## src/rtl/uart_frame_tx.sv

```systemverilog
// uart_frame_tx: sends a NUM_BYTES-wide result word as a burst of back-to-back
// 8N1 characters on sci_tx, least-significant byte first, each character LSB first.
module uart_frame_tx #(
   parameter int unsigned CLK_PER_BIT = 5208,
   parameter int unsigned NUM_BYTES   = 3,
   parameter int unsigned STOP_BITS   = 1
) (
   input  logic                   clk,
   input  logic                   rst_n,
   input  logic [8*NUM_BYTES-1:0] in_data,
   input  logic                   in_valid,
   output logic                   in_ready,
   output logic                   sci_tx,
   output logic                   busy,
   output logic                   tx_done
);

   localparam int unsigned     CNT_W     = $clog2(CLK_PER_BIT);
   localparam logic [CNT_W-1:0] CNT_MAX   = CNT_W'(CLK_PER_BIT - 1);
   localparam logic [2:0]       LAST_BYTE = 3'(NUM_BYTES - 1);
   localparam logic [2:0]       LAST_STOP = 3'(STOP_BITS - 1);

   typedef enum logic [1:0] {IDLE, START, DATA, STOP} state_t;

   state_t                 state_q, state_d;
   logic [CNT_W-1:0]       cnt_q, cnt_d;
   logic [2:0]             bit_cnt_q, bit_cnt_d;
   logic [2:0]             byte_cnt_q, byte_cnt_d;
   logic [8*NUM_BYTES-1:0] frame_q, frame_d;
   logic [7:0]             shreg_q, shreg_d;
   logic                   sci_tx_q, sci_tx_d;
   logic                   in_ready_q, in_ready_d;
   logic                   busy_q, busy_d;
   logic                   tx_done_q, tx_done_d;
   logic                   accept;
   logic                   bit_end;
   logic                   final_cycle_d;

   always_comb begin
      state_d    = state_q;
      cnt_d      = cnt_q;
      bit_cnt_d  = bit_cnt_q;
      byte_cnt_d = byte_cnt_q;
      frame_d    = frame_q;
      shreg_d    = shreg_q;
      accept     = in_valid && in_ready_q;
      bit_end    = (cnt_q == CNT_MAX);

      if (state_q != IDLE) begin
         cnt_d = bit_end ? '0 : cnt_q + CNT_W'(1);
      end

      case (state_q)
         IDLE: begin
            if (accept) begin
               state_d    = START;
               cnt_d      = '0;
               byte_cnt_d = '0;
               frame_d    = in_data;
            end
         end
         START: begin
            if (bit_end) begin
               state_d   = DATA;
               bit_cnt_d = '0;
               shreg_d   = frame_q[7:0];
            end
         end
         DATA: begin
            if (bit_end) begin
               shreg_d = {1'b0, shreg_q[7:1]};
               if (bit_cnt_q == 3'd7) begin
                  state_d   = STOP;
                  bit_cnt_d = '0;
               end else begin
                  bit_cnt_d = bit_cnt_q + 3'd1;
               end
            end
         end
         STOP: begin
            if (bit_end) begin
               if (bit_cnt_q != LAST_STOP) begin
                  bit_cnt_d = bit_cnt_q + 3'd1;
               end else if (byte_cnt_q != LAST_BYTE) begin
                  state_d    = START;
                  byte_cnt_d = byte_cnt_q + 3'd1;
                  frame_d    = frame_q >> 8;
               end else if (accept) begin
                  // next word taken in the final stop cycle: no idle gap
                  state_d    = START;
                  byte_cnt_d = '0;
                  frame_d    = in_data;
               end else begin
                  state_d = IDLE;
               end
            end
         end
      endcase
   end

   // Outputs are registered from next-state values; the final stop cycle is
   // known one edge ahead, so tx_done/in_ready line up with the STOP exit edge.
   always_comb begin
      final_cycle_d = (state_d == STOP) && (bit_cnt_d == LAST_STOP) &&
                      (byte_cnt_d == LAST_BYTE) && (cnt_d == CNT_MAX);
      in_ready_d    = (state_d == IDLE) || final_cycle_d;
      tx_done_d     = final_cycle_d;
      busy_d        = (state_d != IDLE);
      case (state_d)
         START:   sci_tx_d = 1'b0;
         DATA:    sci_tx_d = shreg_d[0];
         default: sci_tx_d = 1'b1;
      endcase
   end

   always_ff @(posedge clk or negedge rst_n) begin
      if (!rst_n) begin
         state_q    <= IDLE;
         cnt_q      <= '0;
         bit_cnt_q  <= '0;
         byte_cnt_q <= '0;
         frame_q    <= '0;
         shreg_q    <= '0;
         sci_tx_q   <= 1'b1;
         in_ready_q <= 1'b1;
         busy_q     <= 1'b0;
         tx_done_q  <= 1'b0;
      end else begin
         state_q    <= state_d;
         cnt_q      <= cnt_d;
         bit_cnt_q  <= bit_cnt_d;
         byte_cnt_q <= byte_cnt_d;
         frame_q    <= frame_d;
         shreg_q    <= shreg_d;
         sci_tx_q   <= sci_tx_d;
         in_ready_q <= in_ready_d;
         busy_q     <= busy_d;
         tx_done_q  <= tx_done_d;
      end
   end

   assign in_ready = in_ready_q;
   assign sci_tx   = sci_tx_q;
   assign busy     = busy_q;
   assign tx_done  = tx_done_q;

endmodule

```

## config.mk

```make
export PLATFORM = sky130hd
export DESIGN_NAME = uart_frame_tx
export DESIGN_NICKNAME = d
export VERILOG_FILES = /design/src/rtl/uart_frame_tx.sv
export SDC_FILE = /design/constraint.sdc
export NUM_CORES = 1
export LEC_CHECK = 0
export CORE_MARGIN = 5
export CORE_UTILIZATION = 35
export CTS_BUF_LIST = sky130_fd_sc_hd__clkbuf_16
export CTS_CLUSTER_DIAMETER = 200
export DETAILED_ROUTE_END_ITERATION = 12
export PLACE_DENSITY = 0.61
export SLEW_MARGIN = 10
export SYNTH_ARGS = -nofsm -noshare
export SYNTH_HDL_FRONTEND = slang
export SYNTH_SLANG_ARGS = --single-unit
```

## constraint.sdc

```tcl
create_clock -name clk -period 3.4 [get_ports clk]
set_input_delay 1.02 -clock clk [delete_from_list [all_inputs] [get_ports clk]]
set_output_delay 1.02 -clock clk [all_outputs]
set_load 0.03 [all_outputs]
```

After elaboration in Yosys (flattened, before gate mapping)
Index checks and enable logic that the tools add are counted.
Word-level totals
  flip-flop bits (word level): 57
  input bits: 27
  output and inout port bits: 4
Cells by class
  $add $sub $neg: 3
  equality and inequality tests: 15
  mux-type cells: 33
  reduce and logical (&&, ||, !) cells: 15
Operator list (number)
  $mux W24: 4
  $mux W13: 4
  $pmux W24 S2: 1
  $mux W3: 9
  $eq A13 B13 Y1 const B: 2
  $mux W8: 2
  $pmux W8 S2: 1
  $add A13 B1 Y13 const B: 1
  $mux W2: 6
  $pmux W3 S3: 1
  $eq A2 B2 Y1 const B: 4
  $ne A2 B2 Y1 const B: 4
  $pmux W2 S4: 1
  $reduce_bool A2 Y1: 4
  $add A3 B1 Y3 const B: 2
  $pmux W3 S2: 1
  $reduce_and A3 Y1: 2
  $eq A2 B1 Y1 const B: 2
  $logic_and A1 B1 Y1: 4
  $logic_not A2 Y1: 2
  $eq A3 B2 Y1 const B: 1
  $eq A3 B3 Y1 const B: 1
  $logic_not A3 Y1: 1
  $ne A3 B2 Y1 const B: 1
  other kinds (4): 5

Logic depth before layout (Yosys ltp)
Gate-level depths: netlist of the first run.
  depth after elaboration: 11
  depth in mapped cells: 10

Worst setup path before layout of the first run
OpenSTA, ideal clock, no wires.
  path kind: flip-flop to flip-flop
  start point: register cnt_q[5]
  end point: register in_ready_q, in the netlist in_ready
  library setup time: 86 ps
  data arrival time: 2338 ps
  required time: 3314 ps
  path slack: 976 ps
  stages on the path, launching flop included: 8
  period minus slack after synthesis: 2424 ps
  cells stage by stage: dfrtp_1 > or4b_4 > or3_1 > buf_6 > o41a_1 > nor3_2 > o211ai_2 > o31ai_2
On the way
  word-level cells in the longest chain between the ends: 8
  elaborated cells on any way between the ends: 25
  those cells by class: add/sub (1); eq/ne (4); mux (14); reduce/logical (6)
Ends and longest elaborated chain
  start: declaration: RTL line 26  | logic [CNT_W-1:0] cnt_q, cnt_d;
  start signal: assignment: RTL line 130  | cnt_q <= cnt_d;
  $add A13 B1 Y13 / $eq A13 B13 Y1 (equally long branches): RTL line 50, 47
  $mux W13 (tied with other cells): RTL line 50  | cnt_d = bit_end ? '0 : cnt_q + CNT_W'(1);
  $mux W13 (tied with other cells): RTL line 49  | if (state_q != IDLE) begin
  $mux W13 (tied with other cells): RTL line 55  | if (accept) begin
  $mux W13 / $logic_and A1 B1 Y1 (equally long branches): RTL line 53, 104
  $eq A13 B13 Y1 / $logic_and A1 B1 Y1 (equally long branches): RTL line 105, 104
  $logic_and A1 B1 Y1: RTL line 105  | (byte_cnt_d == LAST_BYTE) && (cnt_d == CNT_MAX);
  $logic_or A1 B1 Y1 (*): RTL line 106  | in_ready_d = (state_d == IDLE) || final_cycle_d;
  via in_ready_d: RTL line 32  | logic in_ready_q, in_ready_d;
  end signal: assignment: RTL line 136  | in_ready_q <= in_ready_d;
  end: declaration: RTL line 32
The timed path passes the listed nets; every way through them passes the cells marked *.
A chain may end at the register's enable or synchronous reset.

Worst setup path after layout of the first run
  start point: input in_valid
  end point: register in_ready_q, in the netlist in_ready
On the way
  word-level cells in the longest chain between the ends: 11
  elaborated cells on any way between the ends: 22
  those cells by class: eq/ne (3); mux (13); reduce/logical (6)
Ends and longest elaborated chain
  start: declaration: RTL line 11  | input logic in_valid,
  $logic_and A1 B1 Y1 (*): RTL line 46  | accept = in_valid && in_ready_q;
  $mux W1: RTL line 88  | end else if (accept) begin
  $mux W1: RTL line 84  | end else if (byte_cnt_q != LAST_BYTE) begin
  $mux W2: RTL line 82  | if (bit_cnt_q != LAST_STOP) begin
  $mux W2: RTL line 81  | if (bit_end) begin
  $pmux W2 S4: RTL line 53  | case (state_q)
  $eq A2 B2 Y1: RTL line 104  | final_cycle_d = (state_d == STOP) && (bit_cnt_d == LAST_STOP) &&
  $logic_and A1 B1 Y1 (2 in a row): RTL line 104
  $logic_and A1 B1 Y1: RTL line 105
  $logic_or A1 B1 Y1 (*): RTL line 106
  via in_ready_d: RTL line 32
Marked as above.

==> impl_results.md, run 1 <==
* Die area at 10,950 um^2
* GP Congestion at 0.8220
* Crit path required time at 3640 ps
* Top cells by area, synth: dfrtp_1 (44%), a2bb2oi_1 (4.5%), ha_1 (4.4%)
* Clock-pin slew on the worst setup and hold paths at 50 ps
* Global route overflow at 0
* Chip height at 104.6 um
* #FFs+latches synth at 57
* Critical Path AT at 2950 ps
* DRC errors left at 0
* PostCTS Resize Cnt at 0
* Final instance area at 3869 um^2
* Detail Placement HPWL at 5451 um
* Fraction of registers with async set/reset at 100.0%
* Post-synth top flop: dfrtp_1
* Setup violation total in the final timing report at 0
* Syn nets at 355
* Setup Buffers After CTS at 0
* Syn_area_per_cell at 9.887 um^2
* IO Pins at 31
* H-tree Lvls at 3
* Post-CTS Hold Fix Bufs at 0
* Min Tclk post-route at 2708 ps
* Clock buffer depth at 2
* WL per Instance at 16.84 um
* Synth cell count leaders: dfrtp_1 (55), nand2_1 (27), o21ai_0 (23)
* Area growth syn-to-layout at 23.43%
* Max transition margin at 41.22%
* Worst Setup End Kind: register
* Pwr dens at 438.1 nW/um^2
* ANT nets after route at 0
* Peak VDD IR at 0.0003496 V
* CP peak stage delay at 540 ps
* Vias in the first global route at 2,551
* Critical path startpoint category: input pin
* Seq/Total Area, Yosys at 45.59%
* Post-synth EDFFs at 0
* RSZ-0062 raised after global routing: false
* Yosys top cell by area: dfrtp_1
* CP cell instances: clkdlybuf4s50_1, and2_1, o31ai_1, a311oi_1, o21ai_0, nand4b_1, o31ai_2
* Total negative slack at 0 ps
* Ys Warns at 0
* Final slew viol count at 0
* R2r setup slk at 780 ps
* Initial antenna violation count at 0
* Filler cells at 798
* IO buf count at 30
* Max FO, Critical Path at 5
* Area of the core at 8721 um^2
* CTS sink cnt at 57
* Starting Density at 35.94%
* DIE WIDTH at 104.6 um
* Diode count at 0
* Fin crit share at 79.65%
* Post-Syn Area at 3134 um^2
* # Max-Cap Violations at 0
* Most frequent cell after synthesis: dfrtp_1
* Post-DP Area at 3550 um^2
* Layout Skew at 6.028 ps
* CTS tree: built
* Post-synth top area share at 43.91%
* Largest net degree at the start of global routing at 42
* Leak at 1.627 nW
* Clock Latency Late Sink at 330 ps
* Final net count at 384
* Total CTS buffers at 9
* Root buf cell: clkbuf_16
* Max Freq at 0.3693 GHz
* Global-route wire length before repair at 13,020 um
* Rows at 34
* Status: completed
* Worst hold slack at 484.4 ps
* 1st-iter DRT viols at 155
* Cell variety after synth at 61
* Endpoints failing hold at 0
* Routed vias at 2,626
* Post-Syn Instances at 317
* WL final at 7731 um
* Vias per inst at 5.721
* Gr usage total at 14.54%
* TritonRoute pass-1 iters at 4
* Worst slew pin tran at 881.7 ps
* Share of cells above drive strength 1 at 11.40%
* Worst hold path class: reg -> reg
* Setup CP Type: in -> reg
* Max stage delay cell, worst path: clkdlybuf4s50_1
-- cells by family (layout without fill, tap and decap cells) --
kind of cell / Yosys count / in the layout / share of synthesized area (%)
simple gates: 94 / 94 / 17.05
flops: 57 / 57 / 45.59
mux: 1 / 1 / 0.3593
compound gates: 117 / 117 / 27.19
buf+inv: 33 / 67 / 4.311
fa+ha+maj: 11 / 11 / 4.391
xor+xnor: 4 / 4 / 1.118
-- registers in the layout, indices dropped and copies added (netlist names) --
name        count
shreg_q         8
in_ready        1
tx_done         1
frame_q        24
sci_tx          1
state_q         2
cnt_q          13
byte_cnt_q      3
bit_cnt_q       3
busy            1
-- where the power goes --
| part | internal, mW | total (mW) | switching, mW |
|---|---|---|---|
| logic | 0.0278 | 0.0467 | 0.0189 |
| clock network | 0.640 | 0.969 | 0.329 |
| registers | 0.679 | 0.679 | 0 |
| total | 1.35 | 1.69 | 0.348 |
-- critical path, delay by kind of cell --
kind,cells,cell delay (ps)
compound gates,4,880
buf+inv,1,540
simple gates,2,500
-- through the flow --
stage / std cells / util, % / setup WS, ps / power (mW)
after floorplan: 317 / - / 975.7 / 0.6919
after global placement: 443 / 40.70 / 453.8 / 0.7392
after detailed placement: 443 / 40.70 / 339.4 / 0.7392
after CTS: 459 / 44.36 / 679.1 / 1.705
after global routing: 459 / 44.36 / 547.6 / 1.741
final: 459 / 44.36 / 692.0 / 1.695
-- placed cells by master (no fill, tap or decap), types with 3 or more instances in the layout --
master           count
dfrtp_1             55
clkdlybuf4s50_1     29
nand2_1             27
o21ai_0             22
o22ai_1             17
a2bb2oi_1           16
a22o_1              11
ha_1                11
buf_4               11
inv_1                9
nor2_1               9
clkbuf_16            9
nor3_1               8
nand3_1              8
a22oi_1              7
o31ai_1              6
a21oi_1              6
and2_1               5
nand4_1              5
a31oi_1              4
nand4b_1             3
nand2b_1             3
or4_1                3
o211ai_1             3
nor4b_1              3
nor4_1               3
nor2b_1              3
a21boi_0             3
o21a_1               3
a21o_1               3
xor2_1               3
-- routing by layer --
layer	vias up	GRT usage [%]	share of wire, %	routed length (um)
met4	0	5.662	1.6	124
li1	1265	-	-	-
met3	7	3.946	4.1	315
met1	1287	20.21	48	3688
met2	67	21.58	47	3603
met5	-	0	0	0
-- final timing paths --
kind                            start  cells after the start           end
max                          in_valid                      7      in_ready
min reg2reg                shreg_q[5]                      2    shreg_q[5]
max reg2reg                  cnt_q[5]                      6      in_ready
min in group asynchronous       rst_n                      1   frame_q[21]
max in group asynchronous       rst_n                      2  bit_cnt_q[1]
min                        shreg_q[5]                      2    shreg_q[5]
-- cell type report --
class / count / area, um^2 / area share (%)
multi-input cells: 227 / 1570 / 40.59
clock buffers: 9 / 225.2 / 5.821
repair buffers: 41 / 377.9 / 9.767
well taps: 108 / 135.1 / 3.493
inverters: 10 / 37.54 / 0.9702
flip-flops and latches: 57 / 1429 / 36.93
clock inverters: 7 / 93.84 / 2.426
Power figures use the tool's default switching activity.
==> run 2, diff against run 1 <==
clock period = 2.5 ns   (was 3.4 ns; I/O delays follow)
==> impl_results.md, run 2 (synthesized netlist as in run 1, its figures left out) <==
* Gr usage total at 15.15% (+0.61 points)
* CTS sink cnt at 57 (unchanged)
* 1st-iter DRT viols at 206 (+33%)
* Clock-pin slew on the worst setup and hold paths at 50 ps (about the same)
* Core Util, Final at 47.16% (+2.8 points)
* CTS tree: built
* Worst Setup End Kind: register
* Critical R2R Capture: in_ready
* Worst reg2reg path depth at 6 (unchanged)
* R2r setup slk at 90 ps (-690 ps)
* Final instance area at 4113 um^2 (+6.3%)
* Most flops, register: frame_q
* # Max-Cap Violations at 0 (unchanged)
* Setup CP Type: reg -> reg
* Routed vias at 2,766 (+5.3%)
* Max Freq at 0.4158 GHz
* Post-DP Area at 3792 um^2 (+6.8%)
* Peak VDD IR at 0.0003270 V (-6.5%)
* Area growth syn-to-layout at 31.22%
* Max FO, Critical Path at 5 (unchanged)
* RSZ-0062 raised after global routing: true
* Min Tclk post-route at 2405 ps
* Final net count at 413 (+7.6%)
* Commonest non-fill, non-tap cell in the layout: dfrtp_1
* Setup violation total in the final timing report at 0 (unchanged)
* IO buf count at 30 (unchanged)
* Crit path required time at 2740 ps (-900 ps)
* IO Pins at 31 (unchanged)
* Largest net degree at the start of global routing at 34 (-19%)
* GP Congestion at 0.8564 (+4.2%)
* Pwr dens at 532.6 nW/um^2 (+22%)
* Biggest regs: frame_q (24), cnt_q (13), shreg_q (8)
* Max reg flops at 24 (unchanged)
* H-tree Lvls at 3 (unchanged)
* Global route overflow at 0 (unchanged)
* Share of cells above drive strength 1 at 18.95% (+7.6 points)
* Critical path startpoint category: register
* ANT nets after route at 0 (unchanged)
* WL final at 8179 um (+5.8%)
* Rows at 34 (unchanged)
* Detail Placement HPWL at 5974 um (+9.6%)
* Chip height at 104.6 um (unchanged)
* Crit Reg-Reg Startpoint: cnt_q[5]
* Final slew viol count at 0 (unchanged)
* Endpoints failing hold at 0 (unchanged)
* Vias per inst at 5.668 (-0.93%)
* Setup Buffers After CTS at 0 (unchanged)
* Diode count at 0 (unchanged)
* Clock buffer depth at 2 (unchanged)
* Fin crit share at 96.21%
* Max transition margin at 72.57% (+31 points)
* Status: completed
* TritonRoute pass-1 iters at 5 (+1)
* Layout Skew at 4.796 ps (-1.232 ps)
* Leak at 1.759 nW (+8.1%)
* Root buf cell: clkbuf_16
* DRC errors left at 0 (unchanged)
* Global-route wire length before repair at 13,540 um (+4.0%)
* Starting Density at 35.94% (unchanged)
* Area of the core at 8721 um^2 (unchanged)
* Total CTS buffers at 9 (unchanged)
* DIE WIDTH at 104.6 um (unchanged)
* Total chip power at 2.191 mW (+29%)
* Worst hold slack at 318.0 ps (-166.4 ps)
* Initial antenna violation count at 0 (unchanged)
* Die area at 10,950 um^2 (unchanged)
* Vias in the first global route at 2,672 (+4.7%)
* WL per Instance at 16.76 um (-0.49%)
* Worst slew pin tran at 409.6 ps (-472.1 ps)
* Clock Latency Late Sink at 330 ps (about the same)
* Max stage delay cell, worst path: or4b_4
* Critical Path AT at 2650 ps (-300 ps)
* Worst hold path class: in -> async
* CP peak stage delay at 600 ps (+60 ps)
* Commonest non-fill, non-tap cells in the layout: dfrtp_1 (55), buf_4 (38), clkdlybuf4s50_1 (29), nand2_1 (27), o21ai_0 (23)
* CP cell instances: or4b_4, or3_4, o41a_1, nor3_4, o211ai_2, o31ai_2
[run 2: changes by cell type in the layout (fill, tap and decap cells not counted), sizes merged]
cell / change
bufinv: -1
clkinvlp: +2
clkinv: -1
buf: +29
[run 2: report_power, final]
| group | total (mW) | internal (mW) | switching (mW) | leakage [nW] |
|---|---|---|---|---|
| combinational | 0.0658 | 0.0399 | 0.0259 | 0.889 |
| clock | 1.20 | 0.768 | 0.433 | 0.137 |
| sequential | 0.924 | 0.924 | 0 | 0.733 |
[run 2: routing by layer]
metal | track usage, % | vias up | wire length (um)
met4 | 6.119 | 0 | 146
met1 | 20.75 | 1343 | 3809
met5 | 0 | - | 0
met2 | 23.53 | 79 | 3847
li1 | - | 1332 | -
met3 | 3.083 | 12 | 376
[run 2: worst max path at each step]
stage / start / slack [ps] / end / cells after the start
floorplan: cnt_q[5] / 80 / in_ready / 7
global placement: in_valid / -70 / in_ready / 8
detailed placement: cnt_q[11] / -90 / frame_q[20] / 7
CTS: cnt_q[5] / 40 / in_ready / 6
global route: cnt_q[5] / -30 / in_ready / 6
finish: cnt_q[5] / 90 / in_ready / 6
[run 2: area by class of cell]
type	count	area, um^2
fill	784	4608
multi-input combinational	227	1592
sequential	57	1429
timing repair buffer	70	620.6
clock buffer	9	225.2
tap	108	135.1
clock inverter	7	70.07
inverter	10	41.29
[run 2: worst max-delay path: cells and delay by family (launching register included)]
| family | cells | cell delay [ps] |
|---|---|---|
| AO/OA/AOI/OAI | 3 | 770 |
| flip-flops | 1 | 370 |
| AND/OR/NAND/NOR | 3 | 1180 |
[run 2: repair_timing]
action,in CTS,in global routing
setup endpoints to repair,8,11
hold buffers,0,0
cloned,0,0
gates resized for setup,1,5
[run 2: metrics by stage]
step           setup WS (ps)  cells  setup TNS, ps
5_1_grt               -30.38    488         -60.39
6_report               94.83    488              0
3_5_place_dp          -91.44    472         -782.5
2_1_floorplan          75.70    317              0
3_3_place_gp          -74.32    472         -244.3
4_1_cts                38.96    488              0
==> RTL change, RTL diff (settings of run 2) <==
The 4 states of `state_t` get a one-hot encoding in 4 bits.
--- a/src/rtl/uart_frame_tx.sv
+++ b/src/rtl/uart_frame_tx.sv
@@ -20,7 +20,7 @@
    localparam logic [2:0]       LAST_BYTE = 3'(NUM_BYTES - 1);
    localparam logic [2:0]       LAST_STOP = 3'(STOP_BITS - 1);
 
-   typedef enum logic [1:0] {IDLE, START, DATA, STOP} state_t;
+   typedef enum logic [3:0] {IDLE = 4'b0001, START = 4'b0010, DATA = 4'b0100, STOP = 4'b1000} state_t;
 
    state_t                 state_q, state_d;
    logic [CNT_W-1:0]       cnt_q, cnt_d;
Formal check against the unedited RTL: same outputs for any inputs over 10 cycles, from zero or initial values and one cycle with rst_n low; not proved beyond that.
==> RTL change against run 2 <==
  * Final area increased by 6.6%
  * Highest routed layer unchanged
  * Hold slack improved by 79 ps
  * Synthesized cell count increased by 16%
  * Synthesized area increased by 7.2%
  * Critical path type unchanged
  * Routed wire length increased by 10%
  * Setup slack improved by 2.0 ps
  * Sequential cell count increased by 2
Power is not compared: it rests on default switching activity, and its combinational part moved more than twofold at a synthesized area within 25%.
==> RTL change: results (changes against run 2) <==
Cells and area
The fill cell total of the finished layout is 916 (+17%). The multi-input combinational gate total was 276 (+22%). The final net count is 455 (+10%).

The non-clock buffer area fraction after layout is 13.4% (-1.7 points). The count of inverters other than clock inverters in the layout is 9 (-1). The post-layout instance count excluding filler cells was 555 (+14%). The clock-cell share of area is 8.08% (+0.90 points).

The relative area change from synthesis to final layout is 30.4%. The proportion of layout cells with a drive suffix above 1 is 15.5% (-3.5 points).

Detailed routing
The sum of met2 wire segment lengths after detailed routing was 4060 um (+5.6%). The routed wire length per instance is 16.2 um (-3.3%). The via density per instance is 5.38 (-5.1%). The detailed-routed wire length on met3 came to 521 um (+39%). The number of DRC violations after detailed-routing iteration 0 is 255 (+24%).

Global routing
The met3 routing resource usage after global routing is 2.81% (-0.28 points). The global-route usage over all layers is 15.7% (+0.54 points). The largest net degree at the start of global routing came to 40 (+18%). The met2 demand-to-capacity share in global routing is 22.9% (-0.62 points). The first-pass GRT wire length is 14500 um (+6.8%).

Worst setup path
The number of cells on the worst reg-to-reg path is 9 (+3). The arrival time of data at the critical path endpoint is 2660 ps (about the same). The maximum fanout count along the critical path came to 7 (+2). The delay of the slowest cell on the worst path is 380 ps (-220 ps).

Synth
By count the netlist is led by 56 x sky130_fd_sc_hd__dfrtp_1, 48 x sky130_fd_sc_hd__nor2_1, 26 x sky130_fd_sc_hd__nand2_1. The area share of xor/xnor cells in the synthesized design is 3.91% (+2.8 points). The fraction of the yosys area taken by sequential cells is 44.0% (-1.5 points).

The post-synthesis instance total is 367 (+16%). The synthesized-area fraction occupied by ao, oa, aoi and oai cells is 16.3% (-11 points). The number of nets produced by synthesis is 400 (+13%). The count of unique library cells instantiated by Yosys is 55 (-9.8%).

The post-synthesis adder-cell area fraction was 2.23% (-2.2 points). After synthesis, the cell types taking the most area are sky130_fd_sc_hd__dfrtp_1 42%, sky130_fd_sc_hd__nor2_1 5.4%, sky130_fd_sc_hd__or3_1 3.2%, sky130_fd_sc_hd__mux2i_1 3.0%, sky130_fd_sc_hd__o21ai_0 3.0%.

STA
The worst-case headroom to the max-slew limit is 65.6% (-7.0 points). The largest clock skew in the final design is 5.41 ps (+0.611 ps). The timing-limited maximum frequency was 416 MHz (about the same). The final-layout worst hold slack was 397 ps (+79.0 ps).

Clock network
The clock sink count came to 59 (+3.5%).

Placed design
The cell count after placement was 539 (+14%). The half-perimeter wire length after detailed placement came to 6520 um (+9.1%). The post-place setup slack came to -76.4 ps (+15.0 ps). The placement-stage cell area is 4010 um2 (+5.6%).

Run status
The flow ran to the end, and the final reports show no timing, DRC or antenna violations.

Floorplanning
The total number of placement rows is 35 (+2.9%).
==> RTL change: cell count changes in the layout (fill, tap and decap cells not counted), moves of 6 or more <==
| cell | delta |
|---|---|
| sky130_fd_sc_hd__mux2i_1 | +10 |
| sky130_fd_sc_hd__o21ai_1 | +11 |
| sky130_fd_sc_hd__o22ai_1 | -16 |
| sky130_fd_sc_hd__a21oi_1 | +13 |
| sky130_fd_sc_hd__nor2_1 | +39 |
| sky130_fd_sc_hd__a2bb2oi_1 | -16 |
| sky130_fd_sc_hd__xor2_1 | +6 |
| sky130_fd_sc_hd__a22o_1 | -10 |
| sky130_fd_sc_hd__or3_1 | +17 |
==> RTL change: power by group <==
part	switching (mW)	leakage [nW]	internal (mW)
logic	0.274	0.917	0.259
registers	0.0993	0.747	1.05
clock network	0.427	0.173	1.06
total	0.801	1.84	2.37
